===== src/rtl/uart_tx_fifo_if.sv =====
`default_nettype none
// +--------------------------------------------------------------------+
// | uart_tx_fifo_if : write-side and UART_TX-side signals of the FIFO   |
// | Rev 1.0                                                              |
// +--------------------------------------------------------------------+
interface uart_tx_fifo_if #(
  parameter int p_DEPTH = 16,
  parameter int p_WIDTH = 8
);
  localparam int c_CW = $clog2(p_DEPTH) + 1;

  logic               i_Wr_DV;
  logic [p_WIDTH-1:0] i_Wr_Byte;
  logic               i_Clr_Ovf;
  logic               o_Full;
  logic               o_Empty;
  logic [c_CW-1:0]    o_Count;
  logic               o_Overflow;
  logic               o_Busy;
  logic [p_WIDTH-1:0] o_Tx_Byte;
  logic               o_Tx_Ready;
  logic               i_Tx_Completed;

  modport slave (
    input  i_Wr_DV, i_Wr_Byte, i_Clr_Ovf, i_Tx_Completed,
    output o_Full, o_Empty, o_Count, o_Overflow, o_Busy, o_Tx_Byte, o_Tx_Ready
  );

  modport master (
    output i_Wr_DV, i_Wr_Byte, i_Clr_Ovf, i_Tx_Completed,
    input  o_Full, o_Empty, o_Count, o_Overflow, o_Busy, o_Tx_Byte, o_Tx_Ready
  );
endinterface
`default_nettype wire


===== src/rtl/uart_tx_fifo.sv =====
`default_nettype none
// +--------------------------------------------------------------------+
// | uart_tx_fifo : circular byte FIFO that paces bytes into UART_TX     |
// | Rev 1.0                                                              |
// +--------------------------------------------------------------------+
module uart_tx_fifo #(
  parameter int p_DEPTH      = 16,
  parameter int p_WIDTH      = 8,
  parameter int p_READY_CLKS = 2
) (
  input  logic           i_Clk,
  input  logic           i_Rst_n,
  uart_tx_fifo_if.slave  bus
);
  localparam int c_AW = $clog2(p_DEPTH);
  localparam int c_CW = c_AW + 1;
  localparam int c_HW = $clog2(p_READY_CLKS + 1);

  typedef enum logic [1:0] {
    ST_IDLE      = 2'd0,
    ST_START     = 2'd1,
    ST_WAIT_DONE = 2'd2
  } state_t;

  logic [p_WIDTH-1:0] mem_q [p_DEPTH];
  logic [c_AW-1:0]    rd_ptr_q;
  logic [c_AW-1:0]    wr_ptr_q;
  logic [c_CW-1:0]    count_q;
  logic [c_HW-1:0]    hold_q, hold_d;
  logic               done_q;
  state_t             state_q, state_d;
  logic [p_WIDTH-1:0] tx_byte_q, tx_byte_d;
  logic               tx_ready_q, tx_ready_d;
  logic               ovf_q;

  logic w_pop;
  logic w_push;
  logic w_drop;
  logic w_full;
  logic w_done_rise;

  assign w_full      = (count_q == c_CW'(p_DEPTH));
  assign w_done_rise = bus.i_Tx_Completed & ~done_q;
  // A pop on the same edge frees a slot, so a full FIFO can still accept.
  assign w_push      = bus.i_Wr_DV & (~w_full | w_pop);
  assign w_drop      = bus.i_Wr_DV & ~w_push;

  always_comb begin
    state_d    = state_q;
    hold_d     = hold_q;
    tx_byte_d  = tx_byte_q;
    tx_ready_d = tx_ready_q;
    w_pop      = 1'b0;
    case (state_q)
      ST_IDLE: begin
        if (count_q != '0) begin
          w_pop      = 1'b1;
          tx_byte_d  = mem_q[rd_ptr_q];
          tx_ready_d = 1'b1;
          hold_d     = c_HW'(1);
          state_d    = ST_START;
        end
      end
      ST_START: begin
        // Completion edges arriving here are ignored on purpose.
        if (hold_q == c_HW'(p_READY_CLKS)) begin
          tx_ready_d = 1'b0;
          state_d    = ST_WAIT_DONE;
        end else begin
          hold_d = hold_q + c_HW'(1);
        end
      end
      ST_WAIT_DONE: begin
        if (w_done_rise) state_d = ST_IDLE;
      end
      default: state_d = ST_IDLE;
    endcase
  end

  always_ff @(posedge i_Clk or negedge i_Rst_n) begin
    if (!i_Rst_n) begin
      state_q    <= ST_IDLE;
      hold_q     <= '0;
      tx_byte_q  <= '0;
      tx_ready_q <= 1'b0;
    end else begin
      state_q    <= state_d;
      hold_q     <= hold_d;
      tx_byte_q  <= tx_byte_d;
      tx_ready_q <= tx_ready_d;
    end
  end

  always_ff @(posedge i_Clk or negedge i_Rst_n) begin
    if (!i_Rst_n) begin
      rd_ptr_q <= '0;
      wr_ptr_q <= '0;
      count_q  <= '0;
      ovf_q    <= 1'b0;
      done_q   <= 1'b0;
    end else begin
      done_q <= bus.i_Tx_Completed;
      if (w_pop)  rd_ptr_q <= rd_ptr_q + c_AW'(1);
      if (w_push) wr_ptr_q <= wr_ptr_q + c_AW'(1);
      case ({w_push, w_pop})
        2'b10:   count_q <= count_q + c_CW'(1);
        2'b01:   count_q <= count_q - c_CW'(1);
        default: count_q <= count_q;
      endcase
      if (w_drop)             ovf_q <= 1'b1;
      else if (bus.i_Clr_Ovf) ovf_q <= 1'b0;
    end
  end

  always_ff @(posedge i_Clk) begin
    if (w_push) mem_q[wr_ptr_q] <= bus.i_Wr_Byte;
  end

  assign bus.o_Full     = w_full;
  assign bus.o_Empty    = (count_q == '0);
  assign bus.o_Count    = count_q;
  assign bus.o_Overflow = ovf_q;
  assign bus.o_Busy     = (state_q != ST_IDLE);
  assign bus.o_Tx_Byte  = tx_byte_q;
  assign bus.o_Tx_Ready = tx_ready_q;
endmodule
`default_nettype wire

===== src/flat_wrapper.sv =====
// flat-port wrapper written by rule: the top's interface ports become plain ports
module uart_tx_fifo_flat 
#(
  parameter int p_DEPTH      = 16,
  parameter int p_WIDTH      = 8,
  parameter int p_READY_CLKS = 2
)
  (i_Clk, i_Rst_n, bus_i_Wr_DV, bus_i_Wr_Byte, bus_i_Clr_Ovf, bus_i_Tx_Completed, bus_o_Full, bus_o_Empty, bus_o_Count, bus_o_Overflow, bus_o_Busy, bus_o_Tx_Byte, bus_o_Tx_Ready);
  uart_tx_fifo_if #(.p_DEPTH(p_DEPTH), .p_WIDTH(p_WIDTH)) bus_i ();
  input  logic i_Clk;
  input  logic i_Rst_n;
  input wire logic [$bits(bus_i.i_Wr_DV)-1:0] bus_i_Wr_DV;
  input wire logic [$bits(bus_i.i_Wr_Byte)-1:0] bus_i_Wr_Byte;
  input wire logic [$bits(bus_i.i_Clr_Ovf)-1:0] bus_i_Clr_Ovf;
  input wire logic [$bits(bus_i.i_Tx_Completed)-1:0] bus_i_Tx_Completed;
  output wire logic [$bits(bus_i.o_Full)-1:0] bus_o_Full;
  output wire logic [$bits(bus_i.o_Empty)-1:0] bus_o_Empty;
  output wire logic [$bits(bus_i.o_Count)-1:0] bus_o_Count;
  output wire logic [$bits(bus_i.o_Overflow)-1:0] bus_o_Overflow;
  output wire logic [$bits(bus_i.o_Busy)-1:0] bus_o_Busy;
  output wire logic [$bits(bus_i.o_Tx_Byte)-1:0] bus_o_Tx_Byte;
  output wire logic [$bits(bus_i.o_Tx_Ready)-1:0] bus_o_Tx_Ready;
  assign bus_i.i_Wr_DV = bus_i_Wr_DV;
  assign bus_i.i_Wr_Byte = bus_i_Wr_Byte;
  assign bus_i.i_Clr_Ovf = bus_i_Clr_Ovf;
  assign bus_i.i_Tx_Completed = bus_i_Tx_Completed;
  assign bus_o_Full = bus_i.o_Full;
  assign bus_o_Empty = bus_i.o_Empty;
  assign bus_o_Count = bus_i.o_Count;
  assign bus_o_Overflow = bus_i.o_Overflow;
  assign bus_o_Busy = bus_i.o_Busy;
  assign bus_o_Tx_Byte = bus_i.o_Tx_Byte;
  assign bus_o_Tx_Ready = bus_i.o_Tx_Ready;
  uart_tx_fifo #(.p_DEPTH(p_DEPTH), .p_WIDTH(p_WIDTH), .p_READY_CLKS(p_READY_CLKS)) u_core (.i_Clk(i_Clk), .i_Rst_n(i_Rst_n), .bus(bus_i));
endmodule

===== config.mk =====
export PLATFORM = sky130hd
export DESIGN_NAME = uart_tx_fifo_flat
export DESIGN_NICKNAME = d
export VERILOG_FILES = /design/src/rtl/uart_tx_fifo_if.sv /design/src/rtl/uart_tx_fifo.sv /design/src/flat_wrapper.sv
export SDC_FILE = /design/constraint.sdc
export NUM_CORES = 1
export LEC_CHECK = 0
export CAP_MARGIN = 30
export CELL_PAD_IN_SITES_DETAIL_PLACEMENT = 0
export CELL_PAD_IN_SITES_GLOBAL_PLACEMENT = 1
export CORE_AREA = 2 2 122 124
export DETAILED_ROUTE_END_ITERATION = 10
export DIE_AREA = 0 0 124 126
export PLACE_DENSITY_LB_ADDON = 0.25
export SLEW_MARGIN = 20
export SYNTH_ARGS = -nofsm -noshare
export SYNTH_HDL_FRONTEND = slang
export SYNTH_SLANG_ARGS = --single-unit

===== constraint.sdc =====
create_clock -name i_Clk -period 2.7 [get_ports i_Clk]
set_input_delay 0.54 -clock i_Clk [delete_from_list [all_inputs] [get_ports i_Clk]]
set_output_delay 0.54 -clock i_Clk [all_outputs]
set_load 0.01 [all_outputs]

# Word level (Yosys, flattened, before mapping)
# Memories as Yosys holds them, arrays and structs flattened. A register that Yosys moved wholly into a read port is not among the register bits.
# Cells that the tools add are included.
# totals
regBits,20
ramBits,128
elab_cells,59
n_memories,1
# memory_table
memory,words,width,read_ports,rd_ports_with_merged_regs,wr,line,rtl
u_core.mem_q,16,8,1,1,1,uart_tx_fifo.sv:25,logic [p_WIDTH-1:0] mem_q [p_DEPTH];
# op_classes
add_sub_neg,5
n_eq_ne,10
muxes,16
bitwise,7
reduce_logical,12
# op_table
cell,n
5-bit one-hot mux with 2 select lines,1
3-bit AND reduction,3
"4-bit by 1-bit adder with 4-bit output, second input constant",2
1-bit two-way mux,8
2-bit two-way mux,4
2-bit nonzero test,4
"2-bit equality test, second input constant",3
"2-bit by 1-bit != test with 1-bit output, second input constant",3
2-bit one-hot mux with 3 select lines,1
"5-bit by 1-bit adder with 5-bit output, second input constant",1
"5-bit equality test, second input constant",1
5-bit logical NOT,1
5-bit nonzero test,1
"5-bit by 1-bit subtractor with 5-bit output, second input constant",1
"2-bit by 1-bit equality test with 1-bit output, second input constant",2
2-bit one-hot mux with 2 select lines,1
1-bit AND,3
1-bit inverter,3
"2-bit by 1-bit adder with 2-bit output, second input constant",1
2-bit logical NOT,1
"2-bit != test, second input constant",1
1-bit one-hot mux with 2 select lines,1
2-bit AND reduction,1
1-bit logical NOT,1
1-bit OR,1

# Longest topological paths before layout
# logic_depth
word_depth,8
depth_mapped,9

# Worst setup path after synthesis
# OpenSTA, ideal clock, no wires.
# synth_timing
path_kind,reg-to-reg
startpoint,"register u_core.count_q[2], in the netlist u_core.bus.o_Count[2]"
endpoint,"register u_core.count_q[4], in the netlist u_core.bus.o_Count[4]"
setup_time_ns,0.091
arrival_ns,2.436
required_ns,2.609
path_slack_ns,0.173
stages_incl_launch_ff,8
cell_sequence,dfrtp_1 -> nor4_2 -> a211oi_2 -> fa_1 -> a21o_1 -> a21oi_1 -> mux2_2 -> o221ai_1
# synth_between
elab_chain_len,7
elab_cells_between_ends,13
# synth_lines
item,line,rtl
"start, declared",uart_tx_fifo.sv:28,logic [c_CW-1:0] count_q;
"start signal, assigned",uart_tx_fifo.sv:106,2'b10: count_q <= count_q + c_CW'(1);
"start signal, assigned",uart_tx_fifo.sv:107,2'b01: count_q <= count_q - c_CW'(1);
"start signal, assigned",uart_tx_fifo.sv:108,default: count_q <= count_q;
5-bit nonzero test,uart_tx_fifo.sv:56,if (count_q != '0) begin
1-bit two-way mux,uart_tx_fifo.sv:56,
1-bit two-way mux,uart_tx_fifo.sv:54,case (state_q)
1-bit OR,uart_tx_fifo.sv:45,assign w_push = bus.i_Wr_DV & (~w_full | w_pop);
1-bit AND,uart_tx_fifo.sv:45,
2-bit by 1-bit equality test with 1-bit output or 2-bit equality test (tied branches),uart_tx_fifo.sv:105,"case ({w_push, w_pop})"
5-bit one-hot mux with 2 select lines or 2-bit nonzero test (tied branches),--,
# Several ways; a longest one is shown, not always the timed one.
# A chain may end at the register's enable or synchronous reset.

# Worst setup path after layout
# layout_timing
startpoint,"register u_core.count_q[1], in the netlist u_core.bus.o_Count[1]"
endpoint,"register u_core.count_q[4], in the netlist u_core.bus.o_Count[4]"
# The elaborated chain is that of the path after synthesis.

==> results <==
[Yosys cell counts]
cell type and count:
nand2b_1 3, xnor2_1 7, mux4_2 32, dfrtp_1 28
fa_1 1, mux2_2 1, mux2i_1 16, a31oi_4 1
buf_4 2, clkbuf_1 4, o22ai_1 1, a2bb2oi_1 1
o31ai_1 2, nand4_1 2, o21ai_2 1, buf_1 2
inv_1 11, or4_1 1, nand2_1 26, ha_1 9
o211ai_1 1, mux2_1 2, nor2_4 1, o221ai_1 9
a31oi_2 1, o21ai_0 5, buf_2 8, nor2_1 14
a22oi_1 1, mux2_4 1, edfxtp_1 128, a21oi_1 4
xor2_1 1, a21o_1 2, nand3_1 3, a2111o_1 1
a22o_1 1, a211oi_2 1, nor3_1 4, nor4_2 1
[cells by family (layout without fill, tap and decap cells)]
group / Yosys count / count (layout)
compound gates: 32 / 32
xor+xnor: 8 / 8
fa+ha+maj: 10 / 10
buf+inv: 27 / 104
flops: 156 / 156
mux: 52 / 52
simple gates: 55 / 55
[through the flow]
step | cells | utilization (%)
after floorplan | 340 | -
after global placement | 567 | 48.8
after detailed placement | 567 | 48.8
after CTS | 599 | 53.3
after global routing | 601 | 53.5
final | 601 | 53.5
[report_power, final]
group | internal [W] | switching, W
Combinational | 0.00124 | 0.00122
Sequential | 0.00301 | 0.000280
Clock | 0.00162 | 0.000900
Total | 0.00587 | 0.00240
[final cells by class]
cell class | count | area, um^2
clock buffer | 21 | 470
clock inverter | 11 | 164
fill | 1141 | 6660
inverter | 11 | 41.3
multi-input combinational | 157 | 1650
sequential | 156 | 4550
tap | 184 | 230
timing repair buffer | 61 | 551
[worst max-delay path, cell delays in order, from the launching register on]
cell      delay (ns)
dfrtp_2         0.46
nor4_4          0.31
buf_4           0.15
a211oi_2        0.09
fa_1            0.41
a21o_1          0.18
a21oi_1         0.19
mux2_2          0.35
o221ai_1        0.15
[per-layer routing]
layer / vias up / routed length, um / track usage (%)
met1: 1664 / 5370 / 21.1
met3: 10 / 357 / 4.89
li1: 1470 / - / -
met5: - / 0 / 0
met2: 59 / 6300 / 29.0
met4: 0 / 168 / 6.08
[path summary, 6_finish.rpt]
path	start	end	slack, ns	depth (start not counted)
worst min register to register	u_core.bus.o_Tx_Byte[5]	u_core.bus.o_Tx_Byte[5]	0.52	2
worst min-delay path	i_Rst_n	u_core.bus.o_Count[3]	0.50	2
worst max-delay path	u_core.bus.o_Count[1]	u_core.bus.o_Count[4]	0.31	8
worst max register to register	u_core.bus.o_Count[1]	u_core.bus.o_Count[4]	0.31	8
max in group asynchronous	i_Rst_n	u_core.rd_ptr_q[2]	1.88	2
min in group i_Clk	u_core.bus.o_Tx_Byte[5]	u_core.bus.o_Tx_Byte[5]	0.52	2
[sequential cells by signal, summed over array words and instances (netlist names)]
name / cells
u_core.bus.o_Count: 5
u_core.bus.o_Overflow: 1
u_core.bus.o_Tx_Byte: 8
u_core.bus.o_Tx_Ready: 1
u_core.done_q: 1
u_core.hold_q: 2
u_core.mem_q: 128
u_core.rd_ptr_q: 4
u_core.state_q: 2
u_core.wr_ptr_q: 4
[cell usage in the layout, fill, tap and decap left out, types with 3 or more instances in the layout]
cell,instances
nor2_1,14
nand2_1,26
dfrtp_2,5
mux4_2,32
mux2i_1,16
o21ai_0,5
buf_4,30
edfxtp_1,128
inv_1,11
dfrtp_1,23
nand2b_1,3
ha_1,9
bufinv_16,4
xnor2_1,7
nor3_1,4
clkinv_2,3
clkdlybuf4s50_1,28
clkbuf_16,17
a21oi_1,4
nand3_1,3
clkbuf_8,3
o221ai_1,9
[timing repair]
action                                 CTS  global route
setup endpoints to repair                2             2
buffers inserted                         0             2
pin swaps                                0             1
cloned                                   0             0
resized for setup                        3             5
endpoints found under the hold margin    0             0
==> qor.txt <==
Clock transition at path regs = 0.06 ns
First-pass detailed-route iteration total = 4
Compound-Gate Fraction of Synth Area = 4.11%
Antenna-violating nets left = 0
Synth area leader = edfxtp_1
Worst-Skew Late Latency = 0.42 ns
Synth cell types = 40
Initial core utilization = 44.0%
TNS Setup = 0 ns
Largest family of logic cells by synthesized area = multiplexers
Final WS setup = 0.306 ns
PwrDens = 1080 nW/um^2
Synth top area cells = edfxtp_1 61%, mux4_2 11%, dfrtp_1 11%, mux2i_1 2.5%, ha_1 1.8%
DP HPWL = 7430 um
Outcome = finished clean
Hold WS = 0.504 ns
Max-Cap Viols = 0
Post-Synthesis Cells = 340
Critical Path RT = 3.03 ns
Sink Count = 156
Final min period = 2.39 ns
Final Max Slew Viols = 0
Adder-cell share of the synthesized area = 2.10%
Root Driver = clkbuf_16
Sequential area share after synthesis = 72.1%
CTS H-tree lvls = 4
Least-Margin Pin Slew = 0.567 ns
Vias after detailed routing = 3203
Cell area after layout = 7660 um^2
Slew margin rel. = 62.1%
Total track usage = 17.2%
Number of remaining DRC errors = 0
Input/output buffers = 30
Die Area = 15600 um^2
RSZ-0062 raised after global routing = no
Final Setup Violations = 0
ANT cells = 0
Syn Area/Cell = 18.5 um^2
CTS tree = yes
Width of the die = 124 um
Final Cycle Share = 88.7%
Cts bufs inserted = 17
Largest net degree at the start of global routing = 35
DP Area = 6990 um^2
XOR/XNOR Fraction of Synth Area = 1.11%
Vias in the first global route = 3407
Synth-to-layout area growth = 21.5%
Max VDD drop = 0.000407 V
Synthesized flop and latch total = 156
CP Class = reg2reg
Synth warn = 0
RePlAce Congestion = 0.767
Site Rows = 44
I/O pin count = 31
CP Capture Type = flip-flop
Clock Tree Buf Depth = 2
Gr ovfl total = 0
Max Clock Freq = 418 MHz
Leak = 2.72 nW
Iter 0 DRT Violations = 155
Hold violation total from the final report = 0
Post-Synth Simple-Gate Area = 3.93%
Post-synth design cell area = 6300 um^2
Place WS = 0.106 ns
Routed vias/inst = 5.33
Worst hold path class = in2async
Final clock skew = 0.00824 ns
Post-CTS Hold Buffers = 0
Crit start category = flip-flop
Post-DR wirelength/cell = 20.3 um
Layout cell share with drive strength beyond 1 = 25.7%
First-pass GRT wire length = 18900 um
Core ar. = 14300 um^2
Die height = 126 um
Initial antenna violation count = 0
Syn Nets = 363
Post-synthesis mux area share = 14.8%
Routed wire length = 12200 um
Worst Path Max Fanout = 6
Overall power = 0.00828 W
Yosys top cell area share = 61.0%
CP arrival = 2.72 ns
Fin nets = 427
(Power assumes the default switching activity.)
